--- config.mk ---
export PLATFORM = sky130hd
export DESIGN_NAME = trap_ctrl_flat
export DESIGN_NICKNAME = d
export VERILOG_FILES = /design/src/rtl/trap_ctrl_if.sv /design/src/rtl/trap_ctrl.sv /design/src/flat_wrapper.sv
export SDC_FILE = /design/constraint.sdc
export NUM_CORES = 1
export LEC_CHECK = 0
export CORE_UTILIZATION = 40
export CTS_BUF_LIST = sky130_fd_sc_hd__clkbuf_16
export CTS_CLUSTER_SIZE = 14
export DETAILED_ROUTE_END_ITERATION = 8
export HOLD_SLACK_MARGIN = 0.05
export PLACE_DENSITY_LB_ADDON = 0.25
export SYNTH_ARGS = -nofsm -noshare
export SYNTH_HDL_FRONTEND = slang
export SYNTH_SLANG_ARGS = --single-unit
--- constraint.sdc ---
create_clock -name ctrl_clk -period 2.5 [get_ports ctrl_clk]
set_input_delay 0.375 -clock ctrl_clk [delete_from_list [all_inputs] [get_ports ctrl_clk]]
set_output_delay 0.375 -clock ctrl_clk [all_outputs]
set_load 0.1 [all_outputs]
--- src/rtl/trap_ctrl_if.sv ---
// Signal bundle between trap_ctrl and its pipeline / CSR / fetch neighbours.
// master is the trap sequencer side, slave is the surrounding core.
interface trap_ctrl_if;
    logic        exc_valid;
    logic [3:0]  exc_cause;
    logic [31:0] exc_pc;
    logic        mret_valid;
    logic [31:0] int_pc;
    logic        ctrl_mie;
    logic [2:0]  ctrl_mxie;
    logic [2:0]  ctrl_mxip;
    logic        pipe_empty;
    logic        pipe_stall;
    logic [11:0] csr_raddr;
    logic [31:0] csr_rdata;
    logic        ctrl_trap;
    logic        ctrl_mret;
    logic [4:0]  trap_info;
    logic [31:0] trap_pc;
    logic        redirect_valid;
    logic [31:0] redirect_pc;
    logic        redirect_ready;
    logic        busy;

    modport master (
        input  exc_valid, exc_cause, exc_pc, mret_valid, int_pc,
        input  ctrl_mie, ctrl_mxie, ctrl_mxip, pipe_empty, csr_rdata, redirect_ready,
        output pipe_stall, csr_raddr, ctrl_trap, ctrl_mret, trap_info, trap_pc,
        output redirect_valid, redirect_pc, busy
    );

    modport slave (
        output exc_valid, exc_cause, exc_pc, mret_valid, int_pc,
        output ctrl_mie, ctrl_mxie, ctrl_mxip, pipe_empty, csr_rdata, redirect_ready,
        input  pipe_stall, csr_raddr, ctrl_trap, ctrl_mret, trap_info, trap_pc,
        input  redirect_valid, redirect_pc, busy
    );
endinterface

--- src/rtl/trap_ctrl.sv ---
// Machine-mode trap sequencer: arbitrates exception / mret / interrupt, drains the
// pipeline, strobes the CSR commit and hands fetch the mtvec/mepc redirect target.
//
// state       | meaning
// ------------+-----------------------------------------------------------
// ST_IDLE     | no event in progress, sampling exception/mret/interrupt
// ST_DRAIN    | decision latched, stalling until the pipeline is empty
// ST_COMMIT   | one-cycle ctrl_trap strobe, redirect target captured
// ST_REDIRECT | redirect_valid held until fetch accepts it
module trap_ctrl #(
    parameter bit VECTORED = 1'b1
) (
    input logic          ctrl_clk,
    input logic          ctrl_reset,
    trap_ctrl_if.master  bus
);
    typedef enum logic [1:0] {ST_IDLE, ST_DRAIN, ST_COMMIT, ST_REDIRECT} state_e;
    typedef enum logic [1:0] {K_EXC, K_MRET, K_INT} kind_e;

    state_e      state_q, state_d;
    kind_e       kind_q, kind_d;
    logic [4:0]  info_q, info_d;
    logic [31:0] pc_q, pc_d;
    logic [31:0] rpc_q, rpc_d;

    logic [2:0]  irq_vec;
    logic [3:0]  irq_code;
    logic [31:0] csr_base;

    always_comb begin
        irq_vec  = {3{bus.ctrl_mie}} & bus.ctrl_mxie & bus.ctrl_mxip;
        irq_code = 4'd7;
        if (irq_vec[0]) begin
            irq_code = 4'd11;
        end else if (irq_vec[1]) begin
            irq_code = 4'd3;
        end
        csr_base = {bus.csr_rdata[31:2], 2'b00};

        state_d = state_q;
        kind_d  = kind_q;
        info_d  = info_q;
        pc_d    = pc_q;
        rpc_d   = rpc_q;

        case (state_q)
            ST_IDLE: begin
                if (bus.exc_valid) begin
                    kind_d  = K_EXC;
                    info_d  = {1'b0, bus.exc_cause};
                    pc_d    = bus.exc_pc;
                    state_d = ST_DRAIN;
                end else if (bus.mret_valid) begin
                    kind_d  = K_MRET;
                    info_d  = 5'd0;
                    pc_d    = bus.int_pc;
                    state_d = ST_DRAIN;
                end else if (|irq_vec) begin
                    kind_d  = K_INT;
                    info_d  = {1'b1, irq_code};
                    pc_d    = bus.int_pc;
                    state_d = ST_DRAIN;
                end
            end
            ST_DRAIN: begin
                // An exception still in flight is older than the interrupt point.
                if (bus.exc_valid && kind_q == K_INT) begin
                    kind_d = K_EXC;
                    info_d = {1'b0, bus.exc_cause};
                    pc_d   = bus.exc_pc;
                end
                if (bus.pipe_empty) begin
                    state_d = ST_COMMIT;
                end
            end
            ST_COMMIT: begin
                if (VECTORED && kind_q == K_INT && bus.csr_rdata[1:0] == 2'b01) begin
                    rpc_d = csr_base + {26'd0, info_q[3:0], 2'b00};
                end else begin
                    rpc_d = csr_base;
                end
                state_d = ST_REDIRECT;
            end
            ST_REDIRECT: begin
                if (bus.redirect_ready) begin
                    state_d = ST_IDLE;
                end
            end
            default: state_d = ST_IDLE;
        endcase
    end

    always_ff @(posedge ctrl_clk) begin
        if (ctrl_reset) begin
            state_q <= ST_IDLE;
            kind_q  <= K_EXC;
            info_q  <= 5'd0;
            pc_q    <= 32'd0;
            rpc_q   <= 32'd0;
        end else begin
            state_q <= state_d;
            kind_q  <= kind_d;
            info_q  <= info_d;
            pc_q    <= pc_d;
            rpc_q   <= rpc_d;
        end
    end

    assign bus.busy           = (state_q != ST_IDLE);
    assign bus.pipe_stall     = (state_q != ST_IDLE);
    assign bus.ctrl_trap      = (state_q == ST_COMMIT);
    assign bus.ctrl_mret      = (state_q == ST_COMMIT) && (kind_q == K_MRET);
    assign bus.csr_raddr      = (kind_q == K_MRET) ? 12'h341 : 12'h305;
    assign bus.trap_info      = info_q;
    assign bus.trap_pc        = pc_q;
    assign bus.redirect_valid = (state_q == ST_REDIRECT);
    assign bus.redirect_pc    = rpc_q;
endmodule

--- src/flat_wrapper.sv ---
// flat-port wrapper written by rule: the top's interface ports become plain ports
module trap_ctrl_flat 
#(
    parameter bit VECTORED = 1'b1
)
  (ctrl_clk, ctrl_reset, bus_exc_valid, bus_exc_cause, bus_exc_pc, bus_mret_valid, bus_int_pc, bus_ctrl_mie, bus_ctrl_mxie, bus_ctrl_mxip, bus_pipe_empty, bus_csr_rdata, bus_redirect_ready, bus_pipe_stall, bus_csr_raddr, bus_ctrl_trap, bus_ctrl_mret, bus_trap_info, bus_trap_pc, bus_redirect_valid, bus_redirect_pc, bus_busy);
  trap_ctrl_if bus_i ();
  input logic ctrl_clk;
  input logic ctrl_reset;
  input wire logic [$bits(bus_i.exc_valid)-1:0] bus_exc_valid;
  input wire logic [$bits(bus_i.exc_cause)-1:0] bus_exc_cause;
  input wire logic [$bits(bus_i.exc_pc)-1:0] bus_exc_pc;
  input wire logic [$bits(bus_i.mret_valid)-1:0] bus_mret_valid;
  input wire logic [$bits(bus_i.int_pc)-1:0] bus_int_pc;
  input wire logic [$bits(bus_i.ctrl_mie)-1:0] bus_ctrl_mie;
  input wire logic [$bits(bus_i.ctrl_mxie)-1:0] bus_ctrl_mxie;
  input wire logic [$bits(bus_i.ctrl_mxip)-1:0] bus_ctrl_mxip;
  input wire logic [$bits(bus_i.pipe_empty)-1:0] bus_pipe_empty;
  input wire logic [$bits(bus_i.csr_rdata)-1:0] bus_csr_rdata;
  input wire logic [$bits(bus_i.redirect_ready)-1:0] bus_redirect_ready;
  output wire logic [$bits(bus_i.pipe_stall)-1:0] bus_pipe_stall;
  output wire logic [$bits(bus_i.csr_raddr)-1:0] bus_csr_raddr;
  output wire logic [$bits(bus_i.ctrl_trap)-1:0] bus_ctrl_trap;
  output wire logic [$bits(bus_i.ctrl_mret)-1:0] bus_ctrl_mret;
  output wire logic [$bits(bus_i.trap_info)-1:0] bus_trap_info;
  output wire logic [$bits(bus_i.trap_pc)-1:0] bus_trap_pc;
  output wire logic [$bits(bus_i.redirect_valid)-1:0] bus_redirect_valid;
  output wire logic [$bits(bus_i.redirect_pc)-1:0] bus_redirect_pc;
  output wire logic [$bits(bus_i.busy)-1:0] bus_busy;
  assign bus_i.exc_valid = bus_exc_valid;
  assign bus_i.exc_cause = bus_exc_cause;
  assign bus_i.exc_pc = bus_exc_pc;
  assign bus_i.mret_valid = bus_mret_valid;
  assign bus_i.int_pc = bus_int_pc;
  assign bus_i.ctrl_mie = bus_ctrl_mie;
  assign bus_i.ctrl_mxie = bus_ctrl_mxie;
  assign bus_i.ctrl_mxip = bus_ctrl_mxip;
  assign bus_i.pipe_empty = bus_pipe_empty;
  assign bus_i.csr_rdata = bus_csr_rdata;
  assign bus_i.redirect_ready = bus_redirect_ready;
  assign bus_pipe_stall = bus_i.pipe_stall;
  assign bus_csr_raddr = bus_i.csr_raddr;
  assign bus_ctrl_trap = bus_i.ctrl_trap;
  assign bus_ctrl_mret = bus_i.ctrl_mret;
  assign bus_trap_info = bus_i.trap_info;
  assign bus_trap_pc = bus_i.trap_pc;
  assign bus_redirect_valid = bus_i.redirect_valid;
  assign bus_redirect_pc = bus_i.redirect_pc;
  assign bus_busy = bus_i.busy;
  trap_ctrl #(.VECTORED(VECTORED)) u_core (.ctrl_clk(ctrl_clk), .ctrl_reset(ctrl_reset), .bus(bus_i));
endmodule
==> Word level (Yosys, flattened, before mapping) <==
Cells that the tools add are included.
{ "word_totals": {"out_inout_bits": 86, "reg_bits": 73, "elab_cells": 52, "input_bits": 113} }
{ "classes": {"n_bitwise": 2, "eq_ne": 10, "n_mux": 25, "n_addsub": 1, "reduce_logical": 9} }
{ "op_table": {"columns": ["cell", "n"], "rows": [
  ["$mux 32", 5],
  ["$pmux 32 s2", 1],
  ["$add 32x6->32", 1],
  ["$mux 5", 4],
  ["$mux 2", 9],
  ["$pmux 5 s2", 1],
  ["$pmux 2 s4", 1],
  ["$mux 7", 1],
  ["$and 3x3->3", 2],
  ["$eq 2x1->1 const B", 3],
  ["$eq 2x2->1 const B", 3],
  ["$reduce_and 3->1", 2],
  ["$mux 4", 1],
  ["$ne 2x2->1 const B", 2],
  ["$ne 4x3->1 const B", 1],
  ["$pmux 2 s2", 1],
  ["$reduce_bool 2->1", 2],
  ["$logic_and 1x1->1", 3],
  ["$mux 3", 1],
  ["$reduce_or 3->1", 1],
  ["$logic_not 2->1", 1],
  ["$ne 2x1->1 const B", 1]
]} }

==> Depth between registers and ports, before layout <==
Gate-level depths: netlist (run 1).
{ "logic_depth": {"ltp_word": 8, "depth_mapped": 9, "depth_no_buf": 7} }

==> Worst setup path before layout (run 1) <==
Ideal clock, no wire load.
{ "synth_timing": {"path_kind": "register to output", "startpoint": "reg u_core.kind_q[1]", "endpoint": "out bus_ctrl_mret", "setup_slack_ns": -0.610, "path_stages_with_launch": 4, "required_time_ns": 2.125, "arrival_time_ns": 2.735, "path_buffers": 0, "path_cell_list": "dfxtp_1 > nand2b_1 > inv_1 > and2_1"} }
{ "synth_between": {"elab_chain_cells": 2} }
{ "synth_lines": {"columns": ["element", "line", "text"], "rows": [
  ["start, declared", "trap_ctrl.sv:21", "kind_e kind_q, kind_d;"],
  ["start signal, assigned", "trap_ctrl.sv:102", "kind_q <= kind_d;"],
  ["$eq 2x1->1", "trap_ctrl.sv:112", "assign bus.ctrl_mret = (state_q == ST_COMMIT) && (kind_q == K_MRET);"],
  ["$logic_and 1x1->1", "trap_ctrl.sv:112", null],
  ["end, declared", "flat_wrapper.sv:24", "output wire logic [$bits(bus_i.ctrl_mret)-1:0] bus_ctrl_mret;"]
]} }
No other way between the ends.

==> Worst setup path in the final report (run 1) <==
{ "layout_timing": {"startpoint": "in bus_csr_rdata[3]", "endpoint": "reg u_core.rpc_q[15], in the netlist u_core.bus.redirect_pc[15]"} }
{ "layout_between": {"elab_chain_cells": 2} }
{ "layout_lines": {"columns": ["element", "line", "text"], "rows": [
  ["start, declared", "flat_wrapper.sv:19", "input wire logic [$bits(bus_i.csr_rdata)-1:0] bus_csr_rdata;"],
  ["$add 32x6->32", "trap_ctrl.sv:78", "rpc_d = csr_base + {26'd0, info_q[3:0], 2'b00};"],
  ["$mux 32", "trap_ctrl.sv:77", "if (VECTORED && kind_q == K_INT && bus.csr_rdata[1:0] == 2'b01) begin"],
  ["end signal, assigned", "trap_ctrl.sv:105", "rpc_q <= rpc_d;"],
  ["end, declared", "trap_ctrl.sv:24", "logic [31:0] rpc_q, rpc_d;"]
]} }
No other way between the ends.
A chain may end at the register's enable or synchronous reset.

==> flow_summary.ini, run 1 <==
[worst_setup_path]
crit_arrival_ps = 2380
cp_max_fo = 8
timing.rr.start = u_core.bus.trap_info[2]
start_kind = input port
required_ps = 2730
crit_family = compound AO/OA/AOI/OAI gates
crit_path_end_kind = register
max_stage_delay_ps = 550
crit_chain = clkdlybuf4s50_1 > ha_1 > a21oi_1 > o22a_1 > buf_4 > nor3b_1 > xnor2_1 > a211oi_1
crit_slowest_cell = clkdlybuf4s50_1
critPathLaunch = bus_csr_rdata[3]
critPathKind = in2reg
cp.buffers_inverters = 2

[timing]
period_minus_slack_ps = 2150
hold_viol_final = 0
slew_headroom_pct = 63.1
rsz0062_at_grt = false
worstMarginPinSlew_ps = 553
finalCritPeriodShare_pct = 86.1
setup_ws_ps = 347
clock_skew_ps = 4.53
setup_violations = 0
fmax_ghz = 0.464
setup_tns_ps = 0
slew_violations = 0

[yosys]
ys_types = 51
synth_ff_type = dfxtp_1
synth_area_per_cell_um2 = 8.05
synthesis.area_um2 = 3730
synth_top_area_share_pct = 37.5
synth_edf_count = 0
synth_seq_area_share_pct = 37.5
synth-async-reset-ratio_pct = 0
syn_inst = 464
netlist_top_cells_area = dfxtp_1, a311oi_1, nand2_1
yosysWarnings = 0
yosysTopAreaCell = dfxtp_1
ys_ff_latch = 70

[detailed_routing]
drt-total-wl_um = 11300
via_per_inst = 5.33
antenna_left = 0
drc = 0
first_pass_iters = 5
first_iter_violations = 107
wl_per_cell_um = 15.1
vias = 3989

[global_routing]
track_usage_pct = 23.5
grt_max_degree = 58
overflow = 0
grt_antenna_before_repair = 0
grt_pass1_vias = 3856
grt_pass1_wl_um = 18400

[clock_tree]
cts_tree = built
cts_buffers = 9
cts_resized = 0
cts_hold_buf = 0
clock_sinks = 70
path_clk_slew_ps = 50
cts_setup_buffers = 0
h-tree-depth = 3
clock_latency_ps = 320
cts_root_buf = clkbuf_16
clockBufferDepth = 2

[place]
post-place-ws_ps = 43.5
globalplace.congestion = 0.830
portBuffers = 186
dp_hpwl_um = 8730

[floorplanning]
dieArea_um2 = 9730
core_area_um2 = 8890
io_pins = 199
die_w_um = 98.6
die_h_um = 98.6
rows = 34
start_util_pct = 42.0

[finish]
area_delta_synth_final_pct = 54.4
layout-drive-gt1-share_pct = 18.4
n_antenna_cell = 0
fin_nets = 760

[worst_hold_path]
hold_start = u_core.bus.redirect_pc[25]
min_path_type = reg2reg

[flow_run]
maxCapViolCount = 0

[status]
status = complete, no violations
==> layout make-up <==
class / count / area (um2)
Tap cell: 108 / 135
Timing Repair Buffer: 199 / 1820
Clock buffer: 9 / 225
Sequential cell: 70 / 1410
Clock inverter: 5 / 20.0
Inverter: 9 / 37.5
Fill cell: 769 / 3120
Multi-Input combinational cell: 349 / 2120
==> worst paths after layout <==
check / end / slack [ps] / depth (start not counted)
worst max-delay path: u_core.bus.redirect_pc[15] / 350 / 8
worst min-delay path: u_core.bus.redirect_pc[25] / 460 / 2
worst max register to register: u_core.bus.redirect_pc[9] / 520 / 6
worst min register to register: u_core.bus.redirect_pc[25] / 460 / 2
==> through the flow <==
| stage | cells | cell area, um2 | hold slack, ps | utilization [%] |
|---|---|---|---|---|
| final | 749 | 5770 | 460 | 64.9 |
| after floorplan | 474 | 3790 | 482 | - |
| after global placement | 735 | 5520 | 442 | 62.1 |
| after CTS | 749 | 5770 | 467 | 64.9 |
| after detailed placement | 735 | 5520 | 454 | 62.1 |
| after global routing | 749 | 5770 | 501 | 64.9 |
==> per-layer routing <==
layer	GRT usage, %	vias to the layer above	wire [um]
met4	7.81	0	205
met2	42.7	158	5760
li1	-	1977	-
met1	26.9	1837	4550
met5	0	-	0
met3	6.03	17	814
==> worst min-delay path: cells and delay by family, from the launching register on <==
family / cells / cell delay, ps
DFF: 1 / 320
AOI/OAI and AO/OA: 1 / 60
and+or+nand+nor: 1 / 40
==> layout by cell type, fill, tap and decap left out, types with 4 or more instances in the layout <==
master and n:
buf_4 83, nand3_1 13, nand4_1 7, nand2_1 83
clkdlybuf4s50_1 111, xnor2_1 12, a21oi_1 7, a211oi_1 18
conb_1 12, nor3_1 4, and3_1 4, or3_1 4
ha_1 7, clkbuf_16 9, dfxtp_1 67, xor2_1 7
buf_12 4, mux2i_1 5, o21ai_0 10, nor2_1 67
a311oi_1 44, inv_1 9
==> kinds of logic (layout without fill, tap and decap cells) <==
group | Yosys count | after routing | synth area share [%]
muxes | 5 | 5 | 1.34
other | 2 | 12 | 0.201
AOI/OAI and AO/OA | 90 | 90 | 18.7
adders and majority gates | 9 | 9 | 3.22
DFF | 70 | 70 | 37.5
and+or+nand+nor | 214 | 214 | 27.4
buffers and inverters | 55 | 222 | 7.14
xor gates and xnor gates | 19 | 19 | 4.46
==> synthesized netlist by cell type (3+ instances only) <==
cell type	number
nand2_1	83
dfxtp_1	70
nor2_1	68
a311oi_1	44
clkbuf_1	24
a211oi_1	18
buf_4	15
nand3_1	13
xnor2_1	12
o21ai_0	10
inv_1	9
ha_1	8
a21oi_1	7
nand4_1	7
xor2_1	7
mux2i_1	5
and2_1	4
and3_1	4
buf_1	4
nand2b_1	4
nor3_1	4
or3_1	4
and4_1	3
buf_2	3
o31ai_1	3
or4_1	3
==> sequential cells by signal, indices dropped and copies added, names as in the netlist <==
signal,count
u_core.bus.trap_pc,32
u_core.bus.redirect_pc,30
u_core.bus.trap_info,4
u_core.kind_q,2
u_core.state_q,2
Power of run 1 is left out: the tool's default activity adds up to more than one toggle a clock period on the data nets, which glitch-free logic cannot reach.
==> run 2: changes to the inputs <==
SLEW_MARGIN = 15   (was not set)
==> results of run 2 <==
The final DEF is identical to that of run 1; final timing and power are the same.
Power of run 2 is left out for the same reason.
